`src/rtl/rv64_pkg.sv`:
```
// rv64_pkg: shared datapath width, load funct3 encodings and the writeback FIFO entry
package rv64_pkg;
    localparam int XLEN = 64;
    localparam logic [2:0] F3_LB  = 3'b000;
    localparam logic [2:0] F3_LH  = 3'b001;
    localparam logic [2:0] F3_LW  = 3'b010;
    localparam logic [2:0] F3_LD  = 3'b011;
    localparam logic [2:0] F3_LBU = 3'b100;
    localparam logic [2:0] F3_LHU = 3'b101;
    localparam logic [2:0] F3_LWU = 3'b110;
    typedef struct packed {
        logic [4:0]      rd;
        logic [XLEN-1:0] data;
        logic            kill;
    } wb_entry_t;
endpackage

```
`src/rtl/rv64_load_ext.sv`:
```
// rv64_load_ext: selects the addressed byte/half/word of a loaded doubleword and sign/zero-extends it
module rv64_load_ext
    import rv64_pkg::*;
(
    input  logic [2:0]      i_funct3,
    input  logic [2:0]      i_addr,
    input  logic [XLEN-1:0] i_data,
    output logic [XLEN-1:0] o_ext_data
);
    logic [7:0]  w_b;
    logic [15:0] w_h;
    logic [31:0] w_w;
    assign w_b = i_data[{i_addr, 3'b000} +: 8];
    assign w_h = i_data[{i_addr[2:1], 4'b0000} +: 16];
    assign w_w = i_data[{i_addr[2], 5'b00000} +: 32];
    always_comb begin
        o_ext_data = i_funct3 == F3_LB  ? {{(XLEN-8){w_b[7]}}, w_b}
                   : i_funct3 == F3_LH  ? {{(XLEN-16){w_h[15]}}, w_h}
                   : i_funct3 == F3_LW  ? {{(XLEN-32){w_w[31]}}, w_w}
                   : i_funct3 == F3_LBU ? {{(XLEN-8){1'b0}}, w_b}
                   : i_funct3 == F3_LHU ? {{(XLEN-16){1'b0}}, w_h}
                   : i_funct3 == F3_LWU ? {{(XLEN-32){1'b0}}, w_w}
                   : i_data;
    end
endmodule

```
`src/rtl/rv64_writeback_unit.sv`:
```
// rv64_writeback_unit: merges ALU and LSU results onto the regfile write port; RV64_WB_PENDING_EN enables the pending_o scoreboard
module rv64_writeback_unit
    import rv64_pkg::*;
#(
    parameter int FIFO_DEPTH = 4,
    parameter int REGNUM     = 32
) (
    input  logic              clk,
    input  logic              rst,
    input  logic              alu_valid_i,
    input  logic [4:0]        alu_rd_i,
    input  logic [XLEN-1:0]   alu_data_i,
    input  logic              lsu_valid_i,
    output logic              lsu_ready_o,
    input  logic [4:0]        lsu_rd_i,
    input  logic [2:0]        lsu_funct3_i,
    input  logic [2:0]        lsu_addr_i,
    input  logic [XLEN-1:0]   lsu_data_i,
    output logic              we_o,
    output logic [4:0]        waddr_o,
    output logic [XLEN-1:0]   wdata_o,
    output logic [REGNUM-1:0] pending_o
);
    localparam int AW = $clog2(FIFO_DEPTH);
    localparam int CW = AW + 1;
    wb_entry_t       r_fifo [FIFO_DEPTH];
    logic [AW-1:0]   r_rd_ptr, r_wr_ptr;
    logic [CW-1:0]   r_count;
    logic            r_we;
    logic [4:0]      r_waddr;
    logic [XLEN-1:0] r_wdata;
    logic [XLEN-1:0] w_ext;
    wb_entry_t       w_head;
    logic            w_empty, w_alu, w_lsu_live, w_pop, w_head_out, w_bypass, w_push;
    rv64_load_ext u_ext (
        .i_funct3   (lsu_funct3_i),
        .i_addr     (lsu_addr_i),
        .i_data     (lsu_data_i),
        .o_ext_data (w_ext)
    );
    assign lsu_ready_o = r_count != CW'(FIFO_DEPTH);
    assign w_empty     = r_count == '0;
    assign w_head      = r_fifo[r_rd_ptr];
    assign w_alu       = alu_valid_i && alu_rd_i != 5'd0;
    // a same-cycle ALU write to the same rd is younger, so the load is simply dropped
    assign w_lsu_live  = lsu_valid_i && lsu_ready_o && lsu_rd_i != 5'd0 && !(w_alu && alu_rd_i == lsu_rd_i);
    assign w_pop       = !w_empty && (!w_alu || w_head.kill);
    assign w_head_out  = w_pop && !w_alu && !w_head.kill;
    assign w_bypass    = w_lsu_live && w_empty && !w_alu;
    assign w_push      = w_lsu_live && !w_bypass;
    always_ff @(posedge clk) begin
        if (rst) begin
            r_we    <= 1'b0;
            r_waddr <= '0;
            r_wdata <= '0;
        end else begin
            r_we <= w_alu || w_head_out || w_bypass;
            if (w_alu) begin
                r_waddr <= alu_rd_i;
                r_wdata <= alu_data_i;
            end else if (w_head_out) begin
                r_waddr <= w_head.rd;
                r_wdata <= w_head.data;
            end else if (w_bypass) begin
                r_waddr <= lsu_rd_i;
                r_wdata <= w_ext;
            end
        end
    end
    always_ff @(posedge clk) begin
        if (rst) begin
            r_rd_ptr <= '0;
            r_wr_ptr <= '0;
            r_count  <= '0;
        end else begin
            for (int i = 0; i < FIFO_DEPTH; i++)
                if (w_alu && r_fifo[i].rd == alu_rd_i) r_fifo[i].kill <= 1'b1;
            if (w_push) r_fifo[r_wr_ptr] <= '{rd: lsu_rd_i, data: w_ext, kill: 1'b0};
            r_wr_ptr <= r_wr_ptr + AW'(w_push);
            r_rd_ptr <= r_rd_ptr + AW'(w_pop);
            r_count  <= r_count + CW'(w_push) - CW'(w_pop);
        end
    end
`ifdef RV64_WB_PENDING_EN
    always_comb begin
        pending_o = '0;
        if (r_we) pending_o[r_waddr] = 1'b1;
        for (int k = 0; k < FIFO_DEPTH; k++)
            if (CW'(k) < r_count && !r_fifo[r_rd_ptr + AW'(k)].kill)
                pending_o[r_fifo[r_rd_ptr + AW'(k)].rd] = 1'b1;
    end
`else
    assign pending_o = '0;
`endif
    assign we_o    = r_we;
    assign waddr_o = r_waddr;
    assign wdata_o = r_wdata;
endmodule

```
`config.mk`:
```
export PLATFORM = sky130hd
export DESIGN_NAME = rv64_writeback_unit
export DESIGN_NICKNAME = d
export VERILOG_FILES = /design/src/rtl/rv64_pkg.sv /design/src/rtl/rv64_load_ext.sv /design/src/rtl/rv64_writeback_unit.sv
export SDC_FILE = /design/constraint.sdc
export NUM_CORES = 1
export LEC_CHECK = 0
export ABC_AREA = 1
export CORE_MARGIN = 10
export CORE_UTILIZATION = 25
export DETAILED_ROUTE_END_ITERATION = 10
export GPL_ROUTABILITY_DRIVEN = 0
export SYNTH_ARGS = -nofsm -noshare
export SYNTH_HDL_FRONTEND = slang
export SYNTH_SLANG_ARGS = --single-unit
```
`constraint.sdc`:
```
create_clock -name clk -period 7.6 [get_ports clk]
set_input_delay 1.9 -clock clk [delete_from_list [all_inputs] [get_ports clk]]
set_output_delay 1.9 -clock clk [all_outputs]
set_load 0.05 [all_outputs]
```
Word-level counts from Yosys, hierarchy flattened. Memory sizes are Yosys's and may differ from the RTL's. A register that Yosys moved wholly into a read port is not among the register bits. Index checks and enable logic that the tools add are counted.

Memory bits (writable): 280. Bits in read-only memories: 0. Register bits: 77. Bits in latches: 0. Memories kept: 1. Bits of input ports: 148.

Mux-type cells: 28. $add $sub $neg: 4. Bitwise gates (word level): 0. Equal/unequal tests: 11. Order comparisons: 0. Multiply operators: 0. Shift-type cells: 3. Reductions and logical operators: 28. Div/mod/pow operators: 0.

Memory list: r_fifo (depth 4, bits a word 70, read ports 5, clocked after Yosys merged registers in 1, wr ports 5, line rv64_writeback_unit.sv:26) `wb_entry_t r_fifo [FIFO_DEPTH];`.

Operator list (number): 64-bit two-way mux (9); 64-bit by 7-bit indexed part select with 16-bit output (1); 64-bit by 7-bit indexed part select with 32-bit output (1); 64-bit by 7-bit indexed part select with 8-bit output (1); 5-bit equality test (5); 1-bit logical AND (15); 1-bit two-way mux (15); 5-bit two-way mux (3); 5-bit nonzero test (2); 3-bit equality test, second input constant (3); 3-bit zero test (2); 1-bit zero test (5); 2-bit by 1-bit adder with 2-bit output (2); 3-bit by 1-bit adder with 3-bit output (1); 3-bit by 1-bit equality test with 1-bit output, second input constant (1); 3-bit by 2-bit equality test with 1-bit output, second input constant (1); 1-bit logical OR (3); 3-bit inequality test, second input constant (1); 3-bit nonzero test (1); 3-bit by 1-bit subtractor with 3-bit output (1); 2-bit two-way mux (1).

Logic depth before layout (Yosys ltp).
Depth after elaboration: 12. Gate-level depth with buffers: 18.

By module. A second synthesis with hierarchy kept.

Cell total of the unflattened synthesis: 2289. Area, all modules: 18665.4 um2.

By module, submodules not included: rv64_writeback_unit (sequential area each 9909.5 um2, instances 1, area an instance 15816.4 um2, cells an instance 1651); rv64_load_ext (sequential area each 0.0 um2, instances 1, area an instance 2849.0 um2, cells an instance 638).

Worst setup path before layout. No wires, ideal clock.

Path kind: input-to-reg. Start: in alu_rd_i[2]. End: mem r_fifo[2][10] in the netlist's numbering, enable pin. Arrival time: 7.647 ns. Stages on the path: 12. Slack: -0.631 ns. Data required time: 7.016 ns. Library setup time: 0.584 ns. Path buffers: 1. Cell sequence: buf_2 -> nor2_1 -> nand4_1 -> nand2_2 -> inv_1 -> nand3_1 -> nand2_1 -> nor2_1 -> inv_1 -> nor2_1 -> inv_1 -> nor3_1.

RTL lines: from (decl) (line rv64_writeback_unit.sv:11) `input logic [4:0] alu_rd_i,`; to (decl) (line rv64_writeback_unit.sv:26).

Worst setup path after layout.
Start: in alu_rd_i[1]. End: reg r_wdata[10], in the netlist wdata_o[10].

Word-level cells in the longest chain between the ends: 9. Elaborated cells between the ends (all ways): 16.

RTL lines: 5-bit nonzero test (line rv64_writeback_unit.sv:44) `assign w_alu = alu_valid_i && alu_rd_i != 5'd0;`; 1-bit logical AND (line rv64_writeback_unit.sv:44); 1-bit zero test (line rv64_writeback_unit.sv:47, rv64_writeback_unit.sv:48, rv64_writeback_unit.sv:49); 1-bit logical OR (line rv64_writeback_unit.sv:47) `assign w_pop = !w_empty && (!w_alu || w_head.kill);`; 1-bit logical AND (line rv64_writeback_unit.sv:47); 1-bit logical AND (2 in series) (line rv64_writeback_unit.sv:48) `assign w_head_out = w_pop && !w_alu && !w_head.kill;`; 64-bit two-way mux (line rv64_writeback_unit.sv:61) `end else if (w_head_out) begin`; 64-bit two-way mux (line rv64_writeback_unit.sv:58) `if (w_alu) begin`; to (signal assigned) (line rv64_writeback_unit.sv:60) `r_wdata <= alu_data_i;`; to (signal assigned) (line rv64_writeback_unit.sv:63) `r_wdata <= w_head.data;`; to (signal assigned) (line rv64_writeback_unit.sv:66) `r_wdata <= w_ext;`; to (decl) (line rv64_writeback_unit.sv:31) `logic [XLEN-1:0] r_wdata;`.

Several ways; a longest one is shown, not always the timed one. A chain may end at the register's enable or synchronous reset.

==> impl_metrics.csv <==
group,metric,value,unit
run_status,status,"finished, final reports clean",
synth,seq_area_frac_synth,56.41,%
placement,port_buffers,218,
synth,yosysWarnings,0,
floorplan,initial_core_util,25.13,%
critical_path,cp_max_fo,46,
power,peakVddDrop,0.1571,mV
power,leakagePower,7.974,nW
final_layout,drive_gt1_share,5.376,%
sta,rsz0062_at_grt,"false",
grt,globalRouteOverflowTotal,0,
clock_network,cts_buffer_depth,3,
clock_network,ctsHoldBuffers,0,
sta,relSlewSlack,25.66,%
placement,place_area,20400,um^2
sta,clock.fmax,181.5,MHz
clock_network,cts_resized,0,
critical_path,rr_endpoint,"wdata_o[10]",
synth,ys_types,43,
worst_hold_path,min_to,"r_fifo[0][0]",
critical_path,critPathSlowestCell,"inv_2",
synth,netlist_area,17570,um^2
critical_path,r2r_start,"r_rd_ptr[0]",
sta,maxSlewViolCount,0,
final_layout,instances_no_fill,3081,
sta,hold_viol_final,0,
drt,drt-initial-drc-count,1649,
sta,tns,0,ns
floorplan,die-area,81280,um^2
clock_network,cts_buffers,34,
floorplan,die_x,285.1,um
critical_path,crit_chain,"clkdlybuf4s50_1, clkinv_1, nand4_1, nand2_2, inv_2, nand3_1, nand3_1, nand2_2, buf_4, nand2_1, inv_1, o211ai_1, nand2_1",
drt,post_drt_wl_per_cell,20.33,um
sta,min_period_over_period,72.51,%
final_layout,postLayoutCoreUtil,30.88,%
clock_network,cts_setup_buffers,0,
placement,place_hpwl,41910,um
floorplan,die_h,285.1,um
critical_path,cp_slowest_stage_delay,0.69,ns
synth,synth_ff_type,"edfxtp_1",
clock_network,clk_pin_slew_worst_paths,0.07,ns
drt,remaining_drc_errors,0,
power,p_int,4.172,mW
critical_path,critPathCaptureType,"flip-flop",
drt,vias,15010,
power,seqPwrFrac,37.2,%
drt,drt-vias-per-instance,4.871,
grt,grt_pass1_wl,92500,um
grt,grt_max_degree,81,
critical_path,crit_family,"buffers and inverters",
power,power_switching,2.620,mW
critical_path,cp.required,8.01,ns
floorplan,row_count,97,
drt,drt_pre_antenna_iters,5,
synth,synth_enable_flop_cells,276,
synth,synthesis.instances,1979,
clock_network,cts_root_buffer,"clkbuf_16",
clock_network,clock_latency,0.52,ns
placement,dp.cells,3018,
clock_network,cts_sinks,357,
synth,ys_ff_latch,357,
critical_path,r2r_cells,13,
synth,async_flop_share,0,%
power,clockPowerShare,26.8,%
sta,setup_slack,2.089,ns
floorplan,io_pins,251,
worst_hold_path,holdPathStages,2,
grt,grt_pass1_vias,14120,
grt,antenna_found_initial,6,
sta,fin_worst_skew,0.01854,ns
sta,worst_pin_slew,1.115,ns
clock_network,htree_levels,2,
critical_path,critical_path_class,"in -> reg",
power,power_frac_comb,36.0,%
sta,setup_viol,0,
grt,track_usage,14.61,%
run,cap_violations,0,
final_layout,fin_area,21590,um^2
final_layout,synthToLayoutAreaGrowth,22.89,%
drt,route.antenna.remaining_nets,0,
worst_hold_path,min_from,"r_fifo[0][0]",
critical_path,crit_path_start_kind,"input pin",
critical_path,path_buf_inv,5,
power,p_sw_share,38.58,%
power,power_density,314.6,nW/um^2
sta,timing.final.crit_period,5.511,ns
synth,avgSynthCellArea,8.877,um^2
final_layout,fin_nets,2267,
clock_network,cts_tree,"done",
critical_path,worstPathArrival,5.92,ns
critical_path,regToRegSetupSlack,2.88,ns
placement,pre_cts_ws,1.494,ns
drt,wl,62650,um
floorplan,fp.coreArea,69910,um^2
worst_hold_path,holdCritPathClass,"reg -> reg",
critical_path,cp.depth,13,
## flip-flops by register name (all words and copies together), names as in the netlist
| signal | flops |
|---|---|
| r_count | 3 |
| r_fifo | 280 |
| r_rd_ptr | 2 |
| r_wr_ptr | 2 |
| waddr_o | 5 |
| wdata_o | 64 |
| we_o | 1 |
## cells in the final DEF, fill, tap and decap left out, types with 8 or more instances in the layout
master and instances:
a21oi_1 145, a22oi_1 12, a31oi_1 25, buf_4 18
clkbuf_16 35, clkdlybuf4s50_1 218, clkinv_1 8, conb_1 32
dfxtp_1 79, edfxtp_1 276, inv_1 64, inv_2 16
nand2_1 353, nand3_1 112, nor2_1 261, o211ai_1 10
o21a_1 11, o21ai_0 258, o21ai_1 48, o22ai_1 67
xor2_1 9
## per-layer routing
layer / part of all wire (%) / global-route usage, % / up-vias / wire length [um]
li1: - / - / 7115 / -
met1: 45 / 21.02 / 7141 / 28240
met2: 44 / 22.00 / 672 / 27400
met3: 9.4 / 3.245 / 73 / 5898
met4: 1.7 / 3.277 / 6 / 1071
met5: 0.062 / 0 / - / 39
## how the worst max path moves through the flow
stage / from / end
finish: alu_rd_i[1] / wdata_o[10]
global route: alu_rd_i[1] / wdata_o[10]
CTS: alu_rd_i[2] / wdata_o[10]
detailed placement: alu_rd_i[4] / wdata_o[10]
global placement: alu_rd_i[4] / wdata_o[3]
floorplan: alu_rd_i[2] / r_fifo[2][10]
## area by class of cell
cell class	instances	area [um^2]
Timing Repair Buffer	239	2377
Fill cell	7363	48320
Antenna cell	2	5.005
Multi-Input combinational cell	1397	6608
Tap cell	940	1176
Clock inverter	20	260.3
Clock buffer	41	928.4
Sequential cell	357	9915
Inverter	85	320.3
## power by group through the flow
stage / registers [mW] / logic (mW) / clock network (mW)
CTS: 2.53 / 2.45 / 1.85
floorplan: 2.91 / 1.26 / 0
detailed placement: 2.57 / 2.45 / 0
finish: 2.53 / 2.44 / 1.82
global route: 2.56 / 2.65 / 1.91
global placement: 2.57 / 2.44 / 0
## cell families (layout without fill, tap and decap cells)
group | after synthesis | count (layout) | synth area share [%]
flip-flops | 357 | 357 | 56.41
XOR/XNOR | 13 | 13 | 0.6481
adder cells (fa/ha/maj) | 5 | 5 | 0.3988
AND/OR/NAND/NOR | 757 | 757 | 17.49
AO/OA/AOI/OAI | 590 | 590 | 18.21
buffers and inverters | 256 | 385 | 6.823
other | 1 | 34 | 0.02135
## worst min-delay path, cell delays in order, from the launching register on
cell,delay [ns]
dfxtp_1,0.30
inv_1,0.05
a21oi_1,0.06
## through the flow
stage	power (mW)	hold WS (ns)
finish	6.792	0.4512
global route	7.125	0.4712
CTS	6.828	0.4535
detailed placement	5.017	0.4444
global placement	5.014	0.4410
floorplan	4.173	0.4264
## Yosys cell counts (8+ instances only)
library cell / count / area, um^2
a22oi_1: 12 / 90.09
inv_2: 12 / 45.04
a31oi_1: 25 / 156.4
o22ai_1: 67 / 419.2
nand3_1: 112 / 560.5
a21oi_1: 145 / 725.7
inv_1: 69 / 259.0
buf_1: 11 / 41.29
edfxtp_1: 276 / 8288
xor2_1: 9 / 78.83
o211ai_1: 10 / 75.07
o21a_1: 11 / 82.58
o21ai_0: 258 / 1291
o21ai_1: 49 / 245.2
clkbuf_1: 80 / 300.3
dfxtp_1: 81 / 1622
buf_4: 35 / 262.8
buf_2: 35 / 175.2
buf_6: 8 / 90.09
nor3_1: 9 / 45.04
nand2_1: 353 / 1325
nor2_1: 261 / 979.7
No activity file was read; power rests on OpenSTA's default activity.
